--- src/rtl/contador_driver.sv ---
// Command-to-pin driver for a 4-bit dual-clock up/down counter: sequences CPU/CPD/PL/MR
// pulse waveforms, tracks the expected count and checks the counter's Q and TC outputs.
module contador_driver #(
    parameter int PULSE_LOW  = 2,
    parameter int PULSE_HIGH = 2,
    parameter int LOAD_W     = 2
) (
    input  logic       CLK,
    input  logic       MR,
    input  logic       cmd_valid,
    output logic       cmd_ready,
    input  logic [1:0] cmd_op,
    input  logic [3:0] cmd_data,
    output logic       done,
    output logic       CPU,
    output logic       CPD,
    output logic       PL,
    output logic       P0,
    output logic       P1,
    output logic       P2,
    output logic       P3,
    output logic       CNT_MR,
    input  logic       Q0,
    input  logic       Q1,
    input  logic       Q2,
    input  logic       Q3,
    input  logic       TCU,
    input  logic       TCD,
    output logic [3:0] q_exp,
    output logic       carry,
    output logic       err_q,
    output logic       err_tc
);

    localparam logic [1:0] OP_UP    = 2'b00;
    localparam logic [1:0] OP_DOWN  = 2'b01;
    localparam logic [1:0] OP_LOAD  = 2'b10;
    localparam logic [1:0] OP_CLEAR = 2'b11;

    localparam int MAX_LH  = (PULSE_LOW > PULSE_HIGH) ? PULSE_LOW : PULSE_HIGH;
    localparam int MAX_ALL = (MAX_LH > LOAD_W) ? MAX_LH : LOAD_W;
    localparam int CW      = (MAX_ALL > 1) ? $clog2(MAX_ALL) : 1;

    localparam logic [CW-1:0] LOW_LAST  = CW'(PULSE_LOW - 1);
    localparam logic [CW-1:0] HIGH_LAST = CW'(PULSE_HIGH - 1);
    localparam logic [CW-1:0] CTL_LAST  = CW'(LOAD_W - 1);

    typedef enum logic [2:0] {
        S_IDLE,
        S_LOW,
        S_HIGH,
        S_LOADP,
        S_CLRP,
        S_DONE
    } state_t;

    state_t          state;
    state_t          state_nxt;
    logic [CW-1:0]   phase;
    logic [4:0]      pulses_left;
    logic [1:0]      op_lat;
    logic [3:0]      data_lat;
    logic            armed;
    logic [3:0]      p_val;
    logic [3:0]      q_in;
    logic            accept;
    logic            low_last;
    logic            high_last;
    logic            ctl_last;

    // cmd_ready waits for the first edge after reset so a command never races MR release
    assign cmd_ready = (state == S_IDLE) && armed;
    assign accept    = cmd_valid && cmd_ready;
    assign q_in      = {Q3, Q2, Q1, Q0};
    assign low_last  = (state == S_LOW) && (phase == LOW_LAST);
    assign high_last = (state == S_HIGH) && (phase == HIGH_LAST);
    assign ctl_last  = ((state == S_LOADP) || (state == S_CLRP)) && (phase == CTL_LAST);

    // P0 carries the value MSB, P3 the LSB
    assign {P0, P1, P2, P3} = p_val;

    always_ff @(posedge CLK or posedge MR) begin
        if (MR) begin
            state <= S_IDLE;
        end else begin
            state <= state_nxt;
        end
    end

    always_comb begin
        state_nxt = state;
        done      = 1'b0;
        CPU       = 1'b1;
        CPD       = 1'b1;
        PL        = 1'b1;
        CNT_MR    = 1'b0;
        p_val     = 4'd0;
        case (state)
            S_IDLE: begin
                if (accept) begin
                    if (cmd_op == OP_LOAD) begin
                        state_nxt = S_LOADP;
                    end else if (cmd_op == OP_CLEAR) begin
                        state_nxt = S_CLRP;
                    end else begin
                        state_nxt = S_LOW;
                    end
                end
            end
            S_LOW: begin
                if (op_lat == OP_UP) begin
                    CPU = 1'b0;
                end else begin
                    CPD = 1'b0;
                end
                if (low_last) begin
                    state_nxt = S_HIGH;
                end
            end
            S_HIGH: begin
                if (high_last) begin
                    state_nxt = (pulses_left == 5'd1) ? S_DONE : S_LOW;
                end
            end
            S_LOADP: begin
                PL    = 1'b0;
                p_val = data_lat;
                if (ctl_last) begin
                    state_nxt = S_DONE;
                end
            end
            S_CLRP: begin
                CNT_MR = 1'b1;
                if (ctl_last) begin
                    state_nxt = S_DONE;
                end
            end
            S_DONE: begin
                done      = 1'b1;
                state_nxt = S_IDLE;
                if (op_lat == OP_LOAD) begin
                    p_val = data_lat;
                end
            end
            default: state_nxt = S_IDLE;
        endcase
    end

    always_ff @(posedge CLK or posedge MR) begin
        if (MR) begin
            phase       <= '0;
            pulses_left <= 5'd0;
            q_exp       <= 4'd0;
            carry       <= 1'b0;
            err_q       <= 1'b0;
            err_tc      <= 1'b0;
            armed       <= 1'b0;
        end else begin
            armed <= 1'b1;
            carry <= 1'b0;
            if ((state_nxt != state) || (state == S_IDLE)) begin
                phase <= '0;
            end else begin
                phase <= phase + 1'b1;
            end
            if (accept) begin
                pulses_left <= (cmd_data == 4'd0) ? 5'd16 : {1'b0, cmd_data};
            end else if (high_last) begin
                pulses_left <= pulses_left - 5'd1;
            end
            // Count edge: the counter sees the rising clock at the LOW->HIGH boundary
            if (low_last) begin
                if (op_lat == OP_UP) begin
                    q_exp <= q_exp + 4'd1;
                    carry <= (q_exp == 4'd15);
                    if (TCU != ~(q_exp == 4'd15)) begin
                        err_tc <= 1'b1;
                    end
                end else begin
                    q_exp <= q_exp - 4'd1;
                    carry <= (q_exp == 4'd0);
                    if (TCD != ~(q_exp == 4'd0)) begin
                        err_tc <= 1'b1;
                    end
                end
            end
            if (ctl_last) begin
                q_exp <= (state == S_LOADP) ? data_lat : 4'd0;
            end
            if (high_last || ((state == S_DONE) && op_lat[1])) begin
                if (q_in != q_exp) begin
                    err_q <= 1'b1;
                end
            end
        end
    end

    // Command fields are data only; they are meaningful only while a command runs
    always_ff @(posedge CLK) begin
        if (accept) begin
            op_lat   <= cmd_op;
            data_lat <= cmd_data;
        end
    end

endmodule

--- config.mk ---
export PLATFORM = sky130hd
export DESIGN_NAME = contador_driver
export DESIGN_NICKNAME = d
export VERILOG_FILES = /design/src/rtl/contador_driver.sv
export SDC_FILE = /design/constraint.sdc
export NUM_CORES = 1
export LEC_CHECK = 0
export ABC_AREA = 0
export BUFFER_PORTS_ARGS = -buffer_cell sky130_fd_sc_hd__buf_2
export CAP_MARGIN = 10
export CORE_MARGIN = 2
export CORE_UTILIZATION = 48
export DETAILED_ROUTE_END_ITERATION = 10
export GPL_TIMING_DRIVEN = 0
export PLACE_DENSITY = 0.75
export SYNTH_ARGS = -nofsm -noshare
export SYNTH_HDL_FRONTEND = slang
export SYNTH_SLANG_ARGS = --single-unit
--- constraint.sdc ---
create_clock -name CLK -period 1.9 [get_ports CLK]
set_input_delay 0.095 -clock CLK [delete_from_list [all_inputs] [get_ports CLK]]
set_output_delay 0.095 -clock CLK [all_outputs]
set_load 0.1 [all_outputs]
==> Implementation_results.wiki <==
{| class="wikitable"
! Metric !! Value
|-
| Number of port buffers || 31
|-
| Vias in the first global route || 1248
|-
| Total Power || between 3 and 4 mW
|-
| Post-synthesis cell count || roughly 150
|-
| Finished Layout Cells || approximately 230
|-
| GRT overflow || 0
|-
| Net switching power || around 1.9 mW
|-
| Number of vias per cell || 5.64
|-
| # nets final || about 220
|-
| Area of all placed cells without fillers || 0.00183 mm²
|-
| Source-to-sink clock delay at the later pin of the worst-skew pair || between 0.3 and 0.4 ns
|-
| Path category of the worst min-delay check || in2reg
|-
| Internal power contribution || roughly 1.5 mW
|-
| Number of instances in the placed design || ~210
|-
| Max Freq || around 540 MHz
|-
| Async SR Flop Fraction || between 70 and 80%
|-
| Static leakage || between 0.7 and 0.8 nW
|-
| I/O pin cnt || 32
|-
| Number of synthesis warnings || 0
|-
| Worst-case headroom to the max-slew limit || roughly 53%
|-
| Sequential element share of the synthesized area || a little over two fifths
|-
| Worst Clk Skew || ~0.001 ns
|-
| Top Usage Layer GRT || met2
|-
| Combinational group share of total power || between 60 and 70%
|-
| Initial detailed-routing violation count || 30
|-
| Clock sinks || 23
|-
| Grt met1 use || ~26%
|-
| Mean routed wirelength per cell || 16.0 µm
|-
| GRT met3 Usage || ~3.6%
|-
| Core area || 0.00278 mm²
|-
| H-tree depth || 1
|-
| Share of total power in the clock network || 6.7%
|-
| First-pass iteration count of the detailed router || 4
|-
| Period Utilization, post-route || 98.1%
|-
| Result of the run || finished clean
|-
| Overall die height || 58.3 µm
|-
| Horiz. Die Dim || about 60 µm
|-
| Post-layout minimum cycle time || ~1.9 ns
|-
| Total number of vias || 1269
|-
| Post-Synthesis Net Count || 167
|-
| Part of the total power dissipated in sequential elements || between 20% and 30%
|-
| Fraction of power spent switching nets || between 50% and 60%
|-
| Total clock buffers created by CTS || 3
|-
| Antenna viol nets, final || 0
|-
| Kind of critical path || reg2reg
|-
| CTS tree || built
|-
| Worst vdd ir || between 1.5 and 2 mV
|-
| Arrival time at the worst endpoint || 2.11 ns
|-
| Post-synthesis to final-layout area growth || 29.7%
|-
| Highest-count cells in the layout ignoring fill and taps || sky130_fd_sc_hd__buf_2 (28), sky130_fd_sc_hd__nand2_1 (13), sky130_fd_sc_hd__dfrtp_1 (13), sky130_fd_sc_hd__inv_1 (10), sky130_fd_sc_hd__nor2_1 (10)
|-
| Number of different library cells in the post-synthesis netlist || 47
|-
| Buffer type at the clock tree root || sky130_fd_sc_hd__clkbuf_4
|-
| PwrDens || approximately 1900 mW/mm²
|-
| EDFF count, synth || 6
|-
| Largest net degree at the start of global routing || 18
|-
| Final setup fails || 0
|-
| Wire length of the first global-routing pass || 5.58 mm
|-
| Final antenna diode count || 0
|-
| Layout filler cell count || 236
|-
| Global Route Usage Sum || 21.7%
|-
| Worst Tran Pin Value || between 0.7 and 0.8 ns
|-
| Category of the worst setup path launch point || flop
|-
| FP Rows || 19
|-
| Register clock-pin slew on the reported worst setup and hold paths || 0.12 ns
|-
| Starting density of the core || 50.8%
|-
| Final routed DRC violation total || 0
|-
| Number of max-cap violations || 0
|-
| Post-synth design cell area || approximately 0.0014 mm²
|-
| Worst slack on hold paths || 0.0846 ns
|-
| Number of buffers between clock root and the deepest sink || 2
|-
| Count of pins over their slew limit || 0
|-
| CP Capture Type || flop
|-
| Setup repair after global routing missed its margin || true
|-
| Primary flip-flop cell chosen by synthesis mapping || sky130_fd_sc_hd__dfrtp_1
|-
| Synthesis-stage register bit count || 23
|-
| Post-detailed-routing wire length || 3.60 mm
|-
| Met2 usage in global routing || 38.7%
|-
| Mean area per synthesized cell || between 9 and 10 µm²
|-
| Required arrival time at the worst endpoint || roughly 2.2 ns
|-
| Placer Congestion || approximately 0.87
|-
| Estimated wirelength of the detail-placed design || 2.42 mm
|-
| Die ar. || about 0.0034 mm²
|-
| Share of layout cells above drive strength 1 || between 30% and 40%
|-
| Antenna violations before repair || 0
|-
| CP Max Fanout || 8
|-
| Final hold vios || 0
|-
| Commonest non-fill, non-tap cell in the layout || sky130_fd_sc_hd__buf_2
|-
| Cell area after placement || around 0.0016 mm²
|}
==> worst paths after layout <==
kind	slack, ns	cells past startpoint	startpoint	end
setup reg to reg	0.04	6	op_lat[0]	q_exp[1]
min in group asynchronous	0.42	3	MR	pulses_left[0]
hold / removal	0.08	3	cmd_valid	state[1]
max in group asynchronous	0.97	3	MR	q_exp[2]
setup / recovery	0.04	6	op_lat[0]	q_exp[1]
hold reg to reg	0.47	1	err_tc	err_tc
==> what timing repair did <==
item / in CTS / in global routing
gates resized for setup: 13 / 5
pin swaps: 1 / 3
endpoints found under the setup margin: 5 / 8
buffers inserted: 1 / 4
hold endpoints to repair: 23 / 0
hold buffers: 7 / 0
cloned: 0 / 0
==> state kept, by name, summed over array words and instances, names as in the netlist <==
| name | flops |
|---|---|
| phase | 1 |
| armed | 1 |
| carry | 1 |
| data_lat | 4 |
| state | 3 |
| err_tc | 1 |
| err_q | 1 |
| q_exp | 4 |
| pulses_left | 5 |
| op_lat | 2 |
==> cell usage after synthesis, drive strengths merged (2+ instances only) <==
| cell | n | area, µm² |
|---|---|---|
| nor2 | 10 | 37.5 |
| buf | 8 | 52.5 |
| nand3 | 3 | 15.0 |
| dfrtp | 17 | 425 |
| a31oi | 2 | 12.5 |
| nor4bb | 2 | 20.0 |
| nor4 | 3 | 25.0 |
| xnor2 | 4 | 35.0 |
| nand2 | 13 | 48.8 |
| a31o | 2 | 17.5 |
| edfxtp | 6 | 180 |
| inv | 11 | 41.3 |
| nor2b | 4 | 25.0 |
| xor2 | 6 | 52.6 |
| nor3 | 5 | 25.0 |
| a21oi | 10 | 50.1 |
| mux2i | 4 | 40.0 |
| ha | 4 | 50.1 |
| nand2b | 3 | 18.8 |
| a221o | 2 | 20.0 |
| o21ai | 8 | 40.0 |
| or2 | 2 | 12.5 |
==> stage by stage <==
stage / utilization, % / worst slack, ns / setup TNS (ns)
floorplan: - / -0.464 / -8.13
global placement: 58.6 / -0.0487 / -0.0487
detailed placement: 58.6 / -0.0826 / -0.0826
CTS: 63.9 / -0.0135 / -0.0135
global route: 65.9 / -0.0307 / -0.103
finish: 65.9 / 0.0364 / 0
==> layout make-up <==
cell class              count  area [µm²]  share of cell area, %
inverters                  11        41.3                   2.25
multi-input cells         105         766                   41.7
clock buffers               4        26.3                   1.43
well taps                  31        38.8                   2.11
flip-flops and latches     23         613                   33.4
repair buffers             43         290                   15.8
plain buffers               8        58.8                   3.21
==> logic make-up after synthesis <==
kind of cell / Yosys count / synth area share, %
other: 1 / 0.265
adders and majority gates: 5 / 4.96
DFF: 23 / 42.8
and+or+nand+nor: 51 / 20.6
AOI/OAI and AO/OA: 34 / 15.7
buffers and inverters: 19 / 6.64
muxes: 4 / 2.83
xor gates and xnor gates: 10 / 6.19
==> power by group through the flow <==
stage	Sequential, mW	Clock [mW]	Combinational, mW
detailed placement	0.905	0	2.09
global placement	0.889	0	2.03
floorplan	1.20	0	1.41
global route	0.925	0.260	2.43
CTS	0.901	0.239	2.18
finish	0.902	0.229	2.29
==> routing by layer <==
metal | routed length (µm) | vias to the layer above
met2 | 1880 | 50
met4 | 49 | 0
li1 | - | 610
met1 | 1470 | 603
met5 | 0 | -
met3 | 198 | 6
==> worst max-delay path: stages, from the launching register on <==
cell	delay (ns)
sky130_fd_sc_hd__edfxtp_1	0.40
sky130_fd_sc_hd__or2_1	0.25
sky130_fd_sc_hd__buf_6	0.14
sky130_fd_sc_hd__fa_1	0.53
sky130_fd_sc_hd__mux2i_1	0.11
sky130_fd_sc_hd__a31o_2	0.25
sky130_fd_sc_hd__a21oi_1	0.11
Note: power is estimated with default switching activity, not from simulation.
